**src/rtl/readout_scheduler_if.sv**
```systemverilog
// Readout scheduler bus: channel request/done lines, readout mux address and
// serial return, and the valid/ready byte stream.
interface readout_scheduler_if #(
    parameter int NUM_CH = 8
);
    logic [NUM_CH-1:0] ch_ready;
    logic              poci;
    logic [6:0]        addr;
    logic              cs;
    logic [7:0]        out_data;
    logic [2:0]        out_ch;
    logic              out_last;
    logic              out_valid;
    logic              out_ready;
    logic [NUM_CH-1:0] ch_done;
    logic              busy;

    // The scheduler side drives the mux and the output stream.
    modport master (
        input  ch_ready, poci, out_ready,
        output addr, cs, out_data, out_ch, out_last, out_valid, ch_done, busy
    );

    // Channels, readout mux and stream consumer.
    modport slave (
        output ch_ready, poci, out_ready,
        input  addr, cs, out_data, out_ch, out_last, out_valid, ch_done, busy
    );
endinterface

```
**src/rtl/readout_scheduler.sv**
```systemverilog
// Round-robin readout scheduler: grants one requesting channel at a time,
// walks its register block through the readout mux, deserialises each
// register MSB first and hands the bytes out on a valid/ready stream.
module readout_scheduler #(
    parameter int NUM_CH            = 8,
    parameter int CH_REG_START_ADDR = 12,
    parameter int NUM_REGS_PER_CH   = 7,
    parameter int BITS_PER_REG      = 8
) (
    input  logic                   spi_clk,
    input  logic                   rst,
    readout_scheduler_if.master    bus
);
    localparam int CH_W = (NUM_CH > 1) ? $clog2(NUM_CH) : 1;
    localparam int RI_W = (NUM_REGS_PER_CH > 1) ? $clog2(NUM_REGS_PER_CH) : 1;
    localparam int BC_W = (BITS_PER_REG > 1) ? $clog2(BITS_PER_REG) : 1;
    localparam logic [RI_W-1:0] LAST_REG = RI_W'(NUM_REGS_PER_CH - 1);
    localparam logic [BC_W-1:0] LAST_BIT = BC_W'(BITS_PER_REG - 1);

    typedef enum logic [2:0] {
        IDLE,
        SETUP,
        SHIFT,
        OUTPUT,
        RELEASE
    } state_t;

    state_t                  state;
    logic [CH_W-1:0]         grant;
    logic [CH_W-1:0]         last_grant;
    logic [CH_W-1:0]         pick;
    logic [RI_W-1:0]         reg_idx;
    logic [BC_W-1:0]         bit_cnt;
    logic [BITS_PER_REG-1:0] shreg;
    logic [6:0]              addr_q;
    logic                    cs_q;
    logic [7:0]              out_data_q;
    logic [2:0]              out_ch_q;
    logic                    out_last_q;
    logic                    out_valid_q;
    logic [NUM_CH-1:0]       ch_done_q;
    logic                    busy_q;

    // Register address of a channel's register, wrapped to the 7-bit mux space.
    function automatic logic [6:0] reg_addr(input logic [CH_W-1:0] ch,
                                            input logic [RI_W-1:0] idx);
        return 7'(CH_REG_START_ADDR) + 7'(ch) * 7'(NUM_REGS_PER_CH) + 7'(idx);
    endfunction

    // First requesting channel after the previous grant, wrapping around.
    function automatic logic [CH_W-1:0] rr_pick(input logic [NUM_CH-1:0] req,
                                                input logic [CH_W-1:0] last);
        logic [NUM_CH-1:0] rot;
        int                off;
        logic              found;
        rot   = req;
        off   = 0;
        found = 1'b0;
        // Rotate so that bit 0 is the channel just after the last grant.
        for (int i = 0; i < NUM_CH; i++) begin
            if (i <= int'(last)) rot = {rot[0], rot[NUM_CH-1:1]};
        end
        for (int i = 0; i < NUM_CH; i++) begin
            if (!found && rot[0]) begin
                found = 1'b1;
                off   = i;
            end
            rot = {rot[0], rot[NUM_CH-1:1]};
        end
        return CH_W'((int'(last) + 1 + off) % NUM_CH);
    endfunction

    assign pick = rr_pick(bus.ch_ready, last_grant);

    // Scheduler FSM; every output is a register so out_valid never follows out_ready.
    always_ff @(posedge spi_clk or posedge rst) begin
        if (rst) begin
            state       <= IDLE;
            grant       <= '0;
            last_grant  <= CH_W'(NUM_CH - 1);
            reg_idx     <= '0;
            bit_cnt     <= '0;
            shreg       <= '0;
            addr_q      <= '0;
            cs_q        <= 1'b0;
            out_data_q  <= '0;
            out_ch_q    <= '0;
            out_last_q  <= 1'b0;
            out_valid_q <= 1'b0;
            ch_done_q   <= '0;
            busy_q      <= 1'b0;
        end else begin
            ch_done_q <= '0;
            unique case (state)
                IDLE: begin
                    if (|bus.ch_ready) begin
                        grant   <= pick;
                        reg_idx <= '0;
                        addr_q  <= reg_addr(pick, '0);
                        cs_q    <= 1'b1;
                        busy_q  <= 1'b1;
                        state   <= SETUP;
                    end
                end
                SETUP: begin
                    // Mux needs one cycle after the address before data appears.
                    bit_cnt <= '0;
                    state   <= SHIFT;
                end
                SHIFT: begin
                    shreg   <= {shreg[BITS_PER_REG-2:0], bus.poci};
                    bit_cnt <= bit_cnt + BC_W'(1);
                    if (bit_cnt == LAST_BIT) begin
                        out_data_q  <= 8'({shreg[BITS_PER_REG-2:0], bus.poci});
                        out_ch_q    <= 3'(grant);
                        out_last_q  <= (reg_idx == LAST_REG);
                        out_valid_q <= 1'b1;
                        state       <= OUTPUT;
                    end
                end
                OUTPUT: begin
                    if (bus.out_ready) begin
                        out_valid_q <= 1'b0;
                        out_last_q  <= 1'b0;
                        if (reg_idx != LAST_REG) begin
                            // Next register of the same channel; cs stays high.
                            reg_idx <= reg_idx + RI_W'(1);
                            addr_q  <= reg_addr(grant, reg_idx + RI_W'(1));
                            state   <= SETUP;
                        end else begin
                            ch_done_q  <= NUM_CH'(1) << grant;
                            last_grant <= grant;
                            reg_idx    <= '0;
                            addr_q     <= '0;
                            cs_q       <= 1'b0;
                            state      <= RELEASE;
                        end
                    end
                end
                RELEASE: begin
                    busy_q <= 1'b0;
                    state  <= IDLE;
                end
                default: state <= IDLE;
            endcase
        end
    end

    assign bus.addr      = addr_q;
    assign bus.cs        = cs_q;
    assign bus.out_data  = out_data_q;
    assign bus.out_ch    = out_ch_q;
    assign bus.out_last  = out_last_q;
    assign bus.out_valid = out_valid_q;
    assign bus.ch_done   = ch_done_q;
    assign bus.busy      = busy_q;
endmodule

```
**src/flat_wrapper.sv**
```systemverilog
// flat-port wrapper written by rule: the top's interface ports become plain ports
module readout_scheduler_flat 
#(
    parameter int NUM_CH            = 8,
    parameter int CH_REG_START_ADDR = 12,
    parameter int NUM_REGS_PER_CH   = 7,
    parameter int BITS_PER_REG      = 8
)
  (spi_clk, rst, bus_ch_ready, bus_poci, bus_out_ready, bus_addr, bus_cs, bus_out_data, bus_out_ch, bus_out_last, bus_out_valid, bus_ch_done, bus_busy);
  readout_scheduler_if #(.NUM_CH(NUM_CH)) bus_i ();
  input  logic spi_clk;
  input  logic rst;
  input wire logic [$bits(bus_i.ch_ready)-1:0] bus_ch_ready;
  input wire logic [$bits(bus_i.poci)-1:0] bus_poci;
  input wire logic [$bits(bus_i.out_ready)-1:0] bus_out_ready;
  output wire logic [$bits(bus_i.addr)-1:0] bus_addr;
  output wire logic [$bits(bus_i.cs)-1:0] bus_cs;
  output wire logic [$bits(bus_i.out_data)-1:0] bus_out_data;
  output wire logic [$bits(bus_i.out_ch)-1:0] bus_out_ch;
  output wire logic [$bits(bus_i.out_last)-1:0] bus_out_last;
  output wire logic [$bits(bus_i.out_valid)-1:0] bus_out_valid;
  output wire logic [$bits(bus_i.ch_done)-1:0] bus_ch_done;
  output wire logic [$bits(bus_i.busy)-1:0] bus_busy;
  assign bus_i.ch_ready = bus_ch_ready;
  assign bus_i.poci = bus_poci;
  assign bus_i.out_ready = bus_out_ready;
  assign bus_addr = bus_i.addr;
  assign bus_cs = bus_i.cs;
  assign bus_out_data = bus_i.out_data;
  assign bus_out_ch = bus_i.out_ch;
  assign bus_out_last = bus_i.out_last;
  assign bus_out_valid = bus_i.out_valid;
  assign bus_ch_done = bus_i.ch_done;
  assign bus_busy = bus_i.busy;
  readout_scheduler #(.NUM_CH(NUM_CH), .CH_REG_START_ADDR(CH_REG_START_ADDR), .NUM_REGS_PER_CH(NUM_REGS_PER_CH), .BITS_PER_REG(BITS_PER_REG)) u_core (.spi_clk(spi_clk), .rst(rst), .bus(bus_i));
endmodule
```
**config.mk**
```make
export PLATFORM = sky130hd
export DESIGN_NAME = readout_scheduler_flat
export DESIGN_NICKNAME = d
export VERILOG_FILES = /design/src/rtl/readout_scheduler_if.sv /design/src/rtl/readout_scheduler.sv /design/src/flat_wrapper.sv
export SDC_FILE = /design/constraint.sdc
export NUM_CORES = 1
export LEC_CHECK = 0
export CAP_MARGIN = 0
export CORE_ASPECT_RATIO = 0.75
export CORE_MARGIN = 3
export CORE_UTILIZATION = 55
export DETAILED_ROUTE_END_ITERATION = 12
export GPL_ROUTABILITY_DRIVEN = 0
export PLACE_DENSITY = 0.86
export SYNTH_ARGS = -nofsm -noshare
export SYNTH_HDL_FRONTEND = slang
export SYNTH_SLANG_ARGS = --single-unit
```
**constraint.sdc**
```tcl
create_clock -name spi_clk -period 5.4 [get_ports spi_clk]
set_clock_uncertainty 0.1 [all_clocks]
set_input_delay 1.08 -clock spi_clk [delete_from_list [all_inputs] [get_ports spi_clk]]
set_output_delay 1.08 -clock spi_clk [all_outputs]
set_load 0.02 [all_outputs]
```
==> results of run 1 <==
worst max-delay path, cell delays in order:
cell and delay (ns):
clkbuf_2 0.13, buf_4 0.16, a221o_1 0.38, a221o_1 0.41, a21oi_2 0.13, o32a_1 0.16
o21ai_0 0.10, a21oi_1 0.17, ha_1 0.19, inv_1 0.07, fa_1 0.43, xnor2_1 0.13
buf_4 0.16, xnor2_4 0.14, fa_1 0.51, ha_1 0.19, inv_1 0.06, fa_1 0.38
xnor2_1 0.21, xnor2_1 0.15, o211ai_1 0.11
logic make-up (layout without fill, tap and decap cells):
| group | count (synthesis) | count (layout) | synth area share (%) |
|---|---|---|---|
| simple gates | 118 | 118 | 17.37 |
| buf+inv | 42 | 114 | 5.742 |
| xor+xnor | 7 | 7 | 1.891 |
| fa+ha+maj | 38 | 38 | 14.31 |
| compound gates | 84 | 84 | 15.41 |
| flops | 52 | 52 | 35.87 |
| mux | 30 | 30 | 9.422 |
cell usage in the layout, fill, tap and decap left out, types with 3 or more instances in the layout:
cell	Yosys	routed
nor3_1	6	6
clkbuf_2	0	5
a21oi_1	22	17
buf_4	2	42
inv_1	22	21
nor2_1	24	23
nand2b_1	5	5
and2_1	5	5
o21ai_1	1	4
dlymetal6s2s_1	0	3
nor2b_1	8	8
dfrtp_1	49	49
mux2_2	23	22
a21oi_2	1	6
nand2_1	27	27
fa_1	6	6
ha_1	32	32
a31oi_1	7	7
a21o_1	3	3
nand3_1	8	8
o21ai_0	26	22
clkdlybuf4s50_1	0	33
xnor2_1	4	4
a221o_1	4	4
or2_2	4	4
and3_1	9	9
clkbuf_8	1	5
mux2i_1	5	4
Yosys cell counts (all sizes together), types with 9 or more instances:
cell | number | area (sq um)
dfrtp | 49 | 1226
ha | 32 | 400.4
nand2 | 27 | 101.4
o21ai | 27 | 135.1
nor2 | 25 | 96.35
mux2 | 24 | 270.3
a21oi | 23 | 118.9
inv | 23 | 86.33
clkbuf | 10 | 47.54
and3 | 9 | 56.30
buf | 9 | 75.06
nor2b | 9 | 58.81
how the worst max path moves through the flow:
stage	from	to	slack (ns)	cells after the start
after floorplan	bus_ch_ready[5]	u_core.bus.addr[5]$_DFFE_PP0P_	0.29	19
after global placement	bus_ch_ready[5]	u_core.bus.addr[5]$_DFFE_PP0P_	-0.33	20
after detailed placement	bus_ch_ready[5]	u_core.bus.addr[4]$_DFFE_PP0P_	-0.57	23
after CTS	bus_ch_ready[7]	u_core.bus.addr[5]$_DFFE_PP0P_	0.006	21
after global routing	u_core.last_grant[0]$_DFFE_PP1P_	u_core.bus.addr[4]$_DFFE_PP0P_	-0.1	22
final	bus_ch_ready[4]	u_core.bus.addr[5]$_DFFE_PP0P_	0.03	21
repair_timing:
action | in CTS | in global routing
setup endpoints to repair | 3 | 3
buffers inserted | 0 | 3
resized for setup | 10 | 30
gates cloned | 0 | 0
pin swaps | 0 | 6
metal layers:
metal / vias up / share of wire [%]
met2: 198 / 46
met3: 49 / 8.4
met5: - / 0
li1: 1451 / -
met4: 0 / 3.2
met1: 1605 / 42
state kept, by name (all words and copies together) (netlist names):
register,cells
u_core.bit_cnt,3
u_core.bus.out_ch,3
u_core.last_grant,3
u_core.shreg,7
u_core.bus.cs,1
u_core.grant,3
u_core.reg_idx,3
u_core.bus.out_data,8
u_core.bus.busy,1
u_core.state,3
u_core.bus.addr,7
u_core.bus.ch_done,8
u_core.bus.out_last,1
u_core.bus.out_valid,1
stage by stage:
stage | cells | util [%] | instance area, sq um | setup WS [ns] | total power [mW]
after detailed placement | 513 | 68.14 | 4327 | -0.5683 | 1.814
after CTS | 521 | 70.01 | 4446 | 0.006178 | 2.072
after global placement | 513 | 68.14 | 4327 | -0.3281 | 1.750
after global routing | 524 | 71.11 | 4516 | -0.09542 | 2.293
final | 524 | 71.11 | 4516 | 0.02812 | 2.116
after floorplan | 371 | - | 3638 | 0.2857 | 1.420
layout make-up:
cell class | instances | share of cell area, %
multi-input combinational | 277 | 49.15
inverter | 23 | 1.912
timing repair buffer | 83 | 15.68
clock buffer | 5 | 1.524
sequential | 52 | 28.98
clock inverter | 3 | 0.4988
tap | 81 | 2.244
power by group through the flow:
stage                     clock network, mW  logic (mW)  registers, mW
after floorplan                           0       0.754          0.667
after global placement                    0        1.11          0.637
after detailed placement                  0        1.17          0.646
after CTS                             0.232        1.20          0.640
after global routing                  0.250        1.38          0.666
final                                 0.228        1.24          0.645
==> impl_metrics.toml, run 1 <==
[status]
status = "finished clean"

[timing]
max-slew-margin-rel_pct = 28.87
report.final.slew_viol_count = 0
setup_total_negative_slack_ns = 0
setup_viol = 0
max_freq_ghz = 0.1862
report.final.hold_viol_count = 0
tightestPinTransition_ns = 1.065
finalCritPeriodShare_pct = 99.48
finalWorstPathRequiredPeriod_ns = 5.372
hold-worst-slack_ns = 0.4114

[synthesis]
synth.cell_area_sq_um = 3638
synth-async-reset-ratio_pct = 100.0
syn-mean-instance-area_sq_um = 9.807
number_of_flip_flops_and_latches_in_the_synthesized_netlist = 52
yosys_warnings = 0
ys_types = 68
synth_enable_flop_cells = 0
synth_ff_type = "dfrtp_1"
synth-seq-area-share_pct = 35.87
synth_fp_nets = 421
synthesis.instances = 371

[clock_tree]
htree_levels = 2
holdBufCountCts = 0
cts_max_path_buffers = 2
numClockSinks = 52
worstSkewPairLatency_ns = 0.31
clk_pin_slew_worst_paths_ns = 0.10
root_buffer = "clkbuf_8"
cts_tree = "done"
cts_buffers = 5

[critical_path]
cp-start-kind = "primary input"
r2r.worst_path.cells = 20
timing.rr.start = "u_core.last_grant[2]$_DFFE_PP1P_"
worstPathArrival_ns = 5.46
setup.worst_path.end_class = "flip-flop"
r2r_end = "u_core.bus.addr[5]$_DFFE_PP0P_"
timing.reg2reg.setup_slack_ns = 0.11
worst-endpoint-required_ns = 5.49
path_max_fanout = 5
timing.setup.critical_path_class = "in2reg"

[drt]
num_vias = 3303
wl_um = 9769
detail-route-antenna-nets = 0
drt_initial_violations = 395
post_drt_via_cell_ratio = 6.303
first_pass_iters = 5
drc = 0
wire_per_inst_um = 18.64

[place]
dp.final_hpwl_um = 6555
port-buffer-count = 41

[pwr]
power.share.clock_pct = 10.8
power_density_nw_per_um2 = 468.7
p_sw_share_pct = 44.07
leak_pwr_nw = 2.131
power_frac_seq_pct = 30.5
power.internal_mw = 1.184
power_frac_comb_pct = 58.7
power.switching_mw = 0.9326
power.ir.vdd_worst_mv = 0.3289

[cells_and_area]
layout.area.seq_sq_um = 1309
nets = 492
antenna_cells_inserted = 0
final.fill_count = 416
final_layout_size_suffix_gt1_share_pct = 25.96
layout-area-overhead-vs-synth_pct = 24.11
multi_input_area_sq_um = 2220

[floorplanning]
core.rowCount = 25
core_sq_um = 6350
num_io_pins = 42
die_width_um = 99.92
die_height_um = 76.44
initial_core_util_pct = 57.30
floorplan.die_area_sq_um = 7638

[grt]
groute.usage.overall_pct = 24.78
groute.layer.met1.usage_pct = 35.85
grt_use_met3_pct = 5.215
groute.layer.met2.usage_pct = 37.88
grt_start_max_net_pins = 53
grt_antenna_before_repair = 0
grt_ovf = 0
grt_pass1_wl_um = 15330
grt_most_used_layer = "met2"
via_count_of_the_first_global_routing_pass = 3107

[worst_hold_path]
timing.hold.worst.start = "u_core.bus.out_ch[0]$_DFFE_PP0P_"
cell_depth_of_the_worst_hold_path = 1
timing.hold.worst.class = "reg2reg"
holdPathEnd = "u_core.bus.out_ch[0]$_DFFE_PP0P_"

[job]
max_cap_violations = 0
No activity file was read; power rests on OpenSTA's default activity.
==> run 2: changes to the inputs <==
- MAX_ROUTING_LAYER: not set -> met4
==> run 2 against run 1 <==
Maximum frequency is 0.22% lower; flip-flop and latch count stayed put; die area stayed put; clock-buffer cell count stayed put; final cell count stayed put; total power is 0.17% higher; final area stayed put; critical path depth stayed put; largest cell class unchanged; highest routed layer unchanged.
==> impl_metrics.toml, run 2 (synthesis results as in run 1) <==
[status]
status = "finished clean"

[place]
port-buffer-count = 41
dp.final_hpwl_um = 6555

[clock_tree]
cts_max_path_buffers = 2
worstSkewPairLatency_ns = 0.30
htree_levels = 2
clk_pin_slew_worst_paths_ns = 0.10
numClockSinks = 52
cts_tree = "done"
cts_buffers = 5
root_buffer = "clkbuf_8"
holdBufCountCts = 0

[critical_path]
max_stage_delay_ns = 0.51
worstPathArrival_ns = 5.47
worst_path_dominant_cell_family = "adder cells"
worst-endpoint-required_ns = 5.48
setup.worst_path.end_class = "flip-flop"
timing.setup.critical_path_class = "in2reg"
cp-start-kind = "primary input"
critical-path-slowest-cell = "fa_1"
path_max_fanout = 5
timing.critical_path.buf_inv = 5
path_depth = 21
r2r.worst_path.cells = 20
crit_chain = "clkbuf_2, buf_4, a221o_1, a221o_1, a21oi_2, o32a_1, o21ai_0, a21oi_1, ha_1, inv_1, fa_1, xnor2_1, buf_4, xnor2_4, fa_1, ha_1, inv_1, fa_1, xnor2_1, xnor2_1, o211ai_1"

[grt]
grt_start_max_net_pins = 53
groute.usage.overall_pct = 25.54
grt_most_used_layer = "met2"
grt_ovf = 0
via_count_of_the_first_global_routing_pass = 3109
groute.layer.met1.usage_pct = 36.20
grt_use_met3_pct = 5.124
grt_antenna_before_repair = 0
grt_pass1_wl_um = 15340
groute.layer.met2.usage_pct = 37.75

[timing]
finalWorstPathRequiredPeriod_ns = 5.384
tightestPinTransition_ns = 1.085
setup_viol = 0
report.final.hold_viol_count = 0
max_freq_ghz = 0.1857
finalCritPeriodShare_pct = 99.70
report.final.slew_viol_count = 0
hold-worst-slack_ns = 0.4132
max-slew-margin-rel_pct = 27.59

[drt]
wire_per_inst_um = 18.72
num_vias = 3278
post_drt_via_cell_ratio = 6.256
drt_initial_violations = 450
first_pass_iters = 6
drc = 0
detail-route-antenna-nets = 0
wl_um = 9807

[cells_and_area]
layout.cells.most_common = "dfrtp_1"
final_cell_mix = "49 x dfrtp_1, 42 x buf_4, 33 x clkdlybuf4s50_1"
antenna_cells_inserted = 0
layout.core_utilization_pct = 71.11
layout-area-overhead-vs-synth_pct = 24.11
nets = 492
final.fill_count = 416
final_layout_size_suffix_gt1_share_pct = 25.96

[floorplanning]
core.rowCount = 25
num_io_pins = 42
core_sq_um = 6350
die_height_um = 76.44
initial_core_util_pct = 57.30
floorplan.die_area_sq_um = 7638
die_width_um = 99.92

[job]
max_cap_violations = 0

[pwr]
power_frac_comb_pct = 58.8
power.switching_mw = 0.9358
p_sw_share_pct = 44.14
power_density_nw_per_um2 = 469.5
power_frac_seq_pct = 30.4
leak_pwr_nw = 2.131
power.internal_mw = 1.184
power.ir.vdd_worst_mv = 0.3309
power.share.clock_pct = 10.8

[worst_hold_path]
timing.hold.worst.class = "reg2reg"
cell_depth_of_the_worst_hold_path = 2
run 2: cell counts in the layout (fill, tap and decap cells not counted):
No cell type changed its count.
run 2: layer usage:
layer | share of wire (%) | vias to the layer above
li1 | - | 1448
met1 | 42 | 1578
met4 | 3.1 | 0
met3 | 8.9 | 56
met5 | 0 | -
met2 | 46 | 196
run 2: metrics by stage:
step	setup slack (ns)	total power [mW]	instance area [sq um]	TNS [ns]	cells
detailed placement	-0.5683	1.814	4327	-1.531	513
CTS	0.006178	2.072	4446	0	521
global route	-0.09758	2.292	4516	-0.1805	524
finish	0.01616	2.120	4516	0	524
floorplan	0.2857	1.420	3638	0	371
global placement	-0.3281	1.750	4327	-0.8215	513
run 2: area by class of cell:
class	instances	area [sq um]	area share (%)
Multi-Input combinational cell	277	2220	49.15
Sequential cell	52	1309	28.98
Timing Repair Buffer	83	708.2	15.68
Tap cell	81	101.3	2.244
Inverter	23	86.33	1.912
Clock buffer	5	68.82	1.524
Clock inverter	3	22.52	0.4988
run 2: final timing paths:
kind                                                      endpoint                              from  slack, ns
worst max-delay path                u_core.bus.addr[5]$_DFFE_PP0P_                   bus_ch_ready[4]       0.02
worst min-delay path              u_core.bus.out_valid$_DFFE_PP0P_  u_core.bus.out_valid$_DFFE_PP0P_       0.41
worst max register to register      u_core.bus.addr[5]$_DFFE_PP0P_  u_core.last_grant[0]$_DFFE_PP1P_       0.06
worst min register to register    u_core.bus.out_valid$_DFFE_PP0P_  u_core.bus.out_valid$_DFFE_PP0P_       0.41
max in group asynchronous           u_core.bus.addr[2]$_DFFE_PP0P_                               rst       3.27
min in group asynchronous       u_core.bus.out_data[6]$_DFFE_PP0P_                               rst       1.26
run 2: worst register-to-register path, cell delays in order, from the launching register on:
cell and delay (ns):
dfstp_2 0.78, buf_4 0.27, nor4b_2 0.08, a311oi_2 0.27, o2111ai_2 0.22, nor3b_1 0.20
or3_1 0.38, a21oi_1 0.18, ha_1 0.19, inv_1 0.07, fa_1 0.43, xnor2_1 0.13
buf_4 0.16, xnor2_4 0.15, fa_1 0.52, ha_1 0.19, inv_1 0.06, fa_1 0.38
xnor2_1 0.21, xnor2_1 0.15, o211ai_1 0.11
run 2: timing repair:
| item | 4_1_cts | 5_1_grt |
|---|---|---|
| endpoints found under the hold margin | 0 | 0 |
| buffers inserted | 0 | 3 |
| pin swaps | 0 | 6 |
| endpoints found under the setup margin | 3 | 3 |
| resized for setup | 10 | 30 |
run 2: power groups by stage:
| stage | clock [mW] | combinational, mW | sequential (mW) |
|---|---|---|---|
| floorplan | 0 | 0.754 | 0.667 |
| global placement | 0 | 1.11 | 0.637 |
| detailed placement | 0 | 1.17 | 0.646 |
| CTS | 0.232 | 1.20 | 0.640 |
| global route | 0.249 | 1.38 | 0.666 |
| finish | 0.230 | 1.25 | 0.645 |
==> run 3: changes to the inputs <==
- CORE_ASPECT_RATIO: 0.75 -> 1.1
- clock period: 5.4 -> 6.7 ns (I/O delays scaled with it)
==> run 3 against run 2 <==
Worst setup slack improved by 0.65 ns; critical path type unchanged; die area decreased by 0.12%; global-route usage decreased by 5.0 points; flip-flop and latch count unchanged; total power decreased by 25%; largest cell class unchanged; via count decreased by 13%.
==> impl_metrics.toml, run 3 (synthesis results as in run 1) <==
[cells_and_area]
final_layout_size_suffix_gt1_share_pct = 13.47
layout.cells.most_common = "dfrtp_1"
layout.core_utilization_pct = 65.46
antenna_cells_inserted = 0
final_cell_mix = "49 x dfrtp_1, 41 x clkdlybuf4s50_1, 32 x ha_1"
layout-area-overhead-vs-synth_pct = 13.45
nets = 450
layout.area.seq_sq_um = 1305
multi_input_area_sq_um = 2131
final.fill_count = 489

[pwr]
power_density_nw_per_um2 = 387.3
leak_pwr_nw = 1.877
power.ir.vdd_worst_mv = 0.2061
p_total_mw = 1.599

[timing]
tightestPinTransition_ns = 1.039
layout_setup_ws_ns = 0.6651
report.final.hold_viol_count = 0
hold-worst-slack_ns = 0.4169
max_freq_ghz = 0.1657
finalCritPeriodShare_pct = 90.07
grt_setup_unrepaired = "false"
finalWorstPathRequiredPeriod_ns = 6.035
report.final.slew_viol_count = 0
max-slew-margin-rel_pct = 30.61
setup_total_negative_slack_ns = 0
setup_viol = 0

[clock_tree]
root_buffer = "clkbuf_8"
cts_max_path_buffers = 2
post-cts-setup-buffer-count = 0
cts_tree = "done"
cts_buffers = 5
worstSkewPairLatency_ns = 0.30
numClockSinks = 52
post_cts_resize_count = 0
clk_pin_slew_worst_paths_ns = 0.10
htree_levels = 2
holdBufCountCts = 0

[drt]
wl_um = 7552
post_drt_via_cell_ratio = 5.963
wire_per_inst_um = 15.70
num_vias = 2868
detail-route-antenna-nets = 0
first_pass_iters = 4
drc = 0
drt_initial_violations = 132

[critical_path]
timing.setup.critical_path_class = "in2reg"
cp-start-kind = "primary input"
worst-endpoint-required_ns = 6.82
worstPathArrival_ns = 6.16
setup.worst_path.end_class = "flip-flop"
path_max_fanout = 13

[floorplanning]
core_sq_um = 6306
initial_core_util_pct = 57.70
num_io_pins = 42
core.rowCount = 30
floorplan.die_area_sq_um = 7629
die_height_um = 91.31
die_width_um = 83.55

[grt]
grt_antenna_before_repair = 0
via_count_of_the_first_global_routing_pass = 2838
grt_start_max_net_pins = 53
grt_pass1_wl_um = 12750
groute.usage.overall_pct = 20.58
grt_ovf = 0

[worst_hold_path]
timing.hold.worst.class = "reg2reg"

[status]
status = "finished clean"

[place]
place_worst_setup_slack_ns = 0.3150
dp.final_hpwl_um = 5619
port-buffer-count = 41

[job]
max_cap_violations = 0
[run 3: changes by cell type in the layout (fill, tap and decap cells not counted), moves of 2 or more]
cell / previous run / this run
a21oi_1: 17 / 22
buf_4: 42 / 0
clkdlybuf4s50_1: 33 / 41
a21oi_2: 6 / 1
a311oi_2: 2 / 0
a311oi_1: 0 / 2
o21ai_1: 4 / 1
dlymetal6s2s_1: 3 / 0
clkbuf_2: 5 / 0
o21ai_0: 22 / 26
[run 3: where the power goes]
part	internal, mW	switching (mW)
sequential	0.415	0.0990
combinational	0.417	0.484
clock	0.0763	0.108
[run 3: area by class of cell]
class / instances / share of cell area (%)
timing repair buffer: 41 / 9.942
tap: 80 / 2.425
clock buffer: 5 / 1.667
sequential: 52 / 31.62
inverter: 23 / 2.092
clock inverter: 3 / 0.6366
multi-input combinational: 277 / 51.62
[run 3: path summary, 6_finish.rpt]
| check | from | endpoint | slack, ns | cells past startpoint |
|---|---|---|---|---|
| hold reg to reg | u_core.bus.out_data[5]$_DFFE_PP0P_ | u_core.bus.out_data[5]$_DFFE_PP0P_ | 0.42 | 1 |
| setup / recovery | bus_ch_ready[5] | u_core.bus.addr[4]$_DFFE_PP0P_ | 0.67 | 21 |
| min in group asynchronous | rst | u_core.bus.out_last$_DFFE_PP0P_ | 1.51 | 2 |
| max in group asynchronous | rst | u_core.grant[1]$_DFFE_PP0P_ | 4.36 | 2 |
| setup reg to reg | u_core.last_grant[0]$_DFFE_PP1P_ | u_core.bus.addr[4]$_DFFE_PP0P_ | 1.28 | 19 |
| hold / removal | u_core.bus.out_data[5]$_DFFE_PP0P_ | u_core.bus.out_data[5]$_DFFE_PP0P_ | 0.42 | 1 |
[run 3: critical path, cell delays in order]
cell and delay, ns:
clkdlybuf4s50_1 0.61, mux2i_1 0.43, a22oi_4 0.08, a221o_1 0.40, a21oi_1 0.13, o32a_1 0.17
o21ai_0 0.08, a21oi_1 0.15, ha_1 0.17, inv_1 0.05, fa_1 0.67, inv_1 0.10
ha_1 0.20, inv_1 0.09, fa_1 0.44, ha_1 0.23, inv_1 0.07, fa_1 0.40
nor2_1 0.12, a31oi_1 0.05, o21ai_0 0.17
[run 3: through the flow]
| step | cell area (sq um) | instances |
|---|---|---|
| finish | 4128 | 481 |
| global route | 4128 | 481 |
| CTS | 4128 | 481 |
| detailed placement | 4033 | 473 |
| global placement | 4033 | 473 |
| floorplan | 3638 | 371 |
[run 3: routing by layer]
| metal | GRT usage [%] | share of wire, % | wire length (um) | vias up |
|---|---|---|---|---|
| met5 | - | 0 | 0 | - |
| met4 | 7.507 | 2.2 | 167 | 0 |
| met3 | 1.815 | 5.1 | 388 | 16 |
| met2 | 36.03 | 52 | 3911 | 105 |
| met1 | 24.85 | 41 | 3085 | 1374 |
| li1 | - | - | - | 1373 |
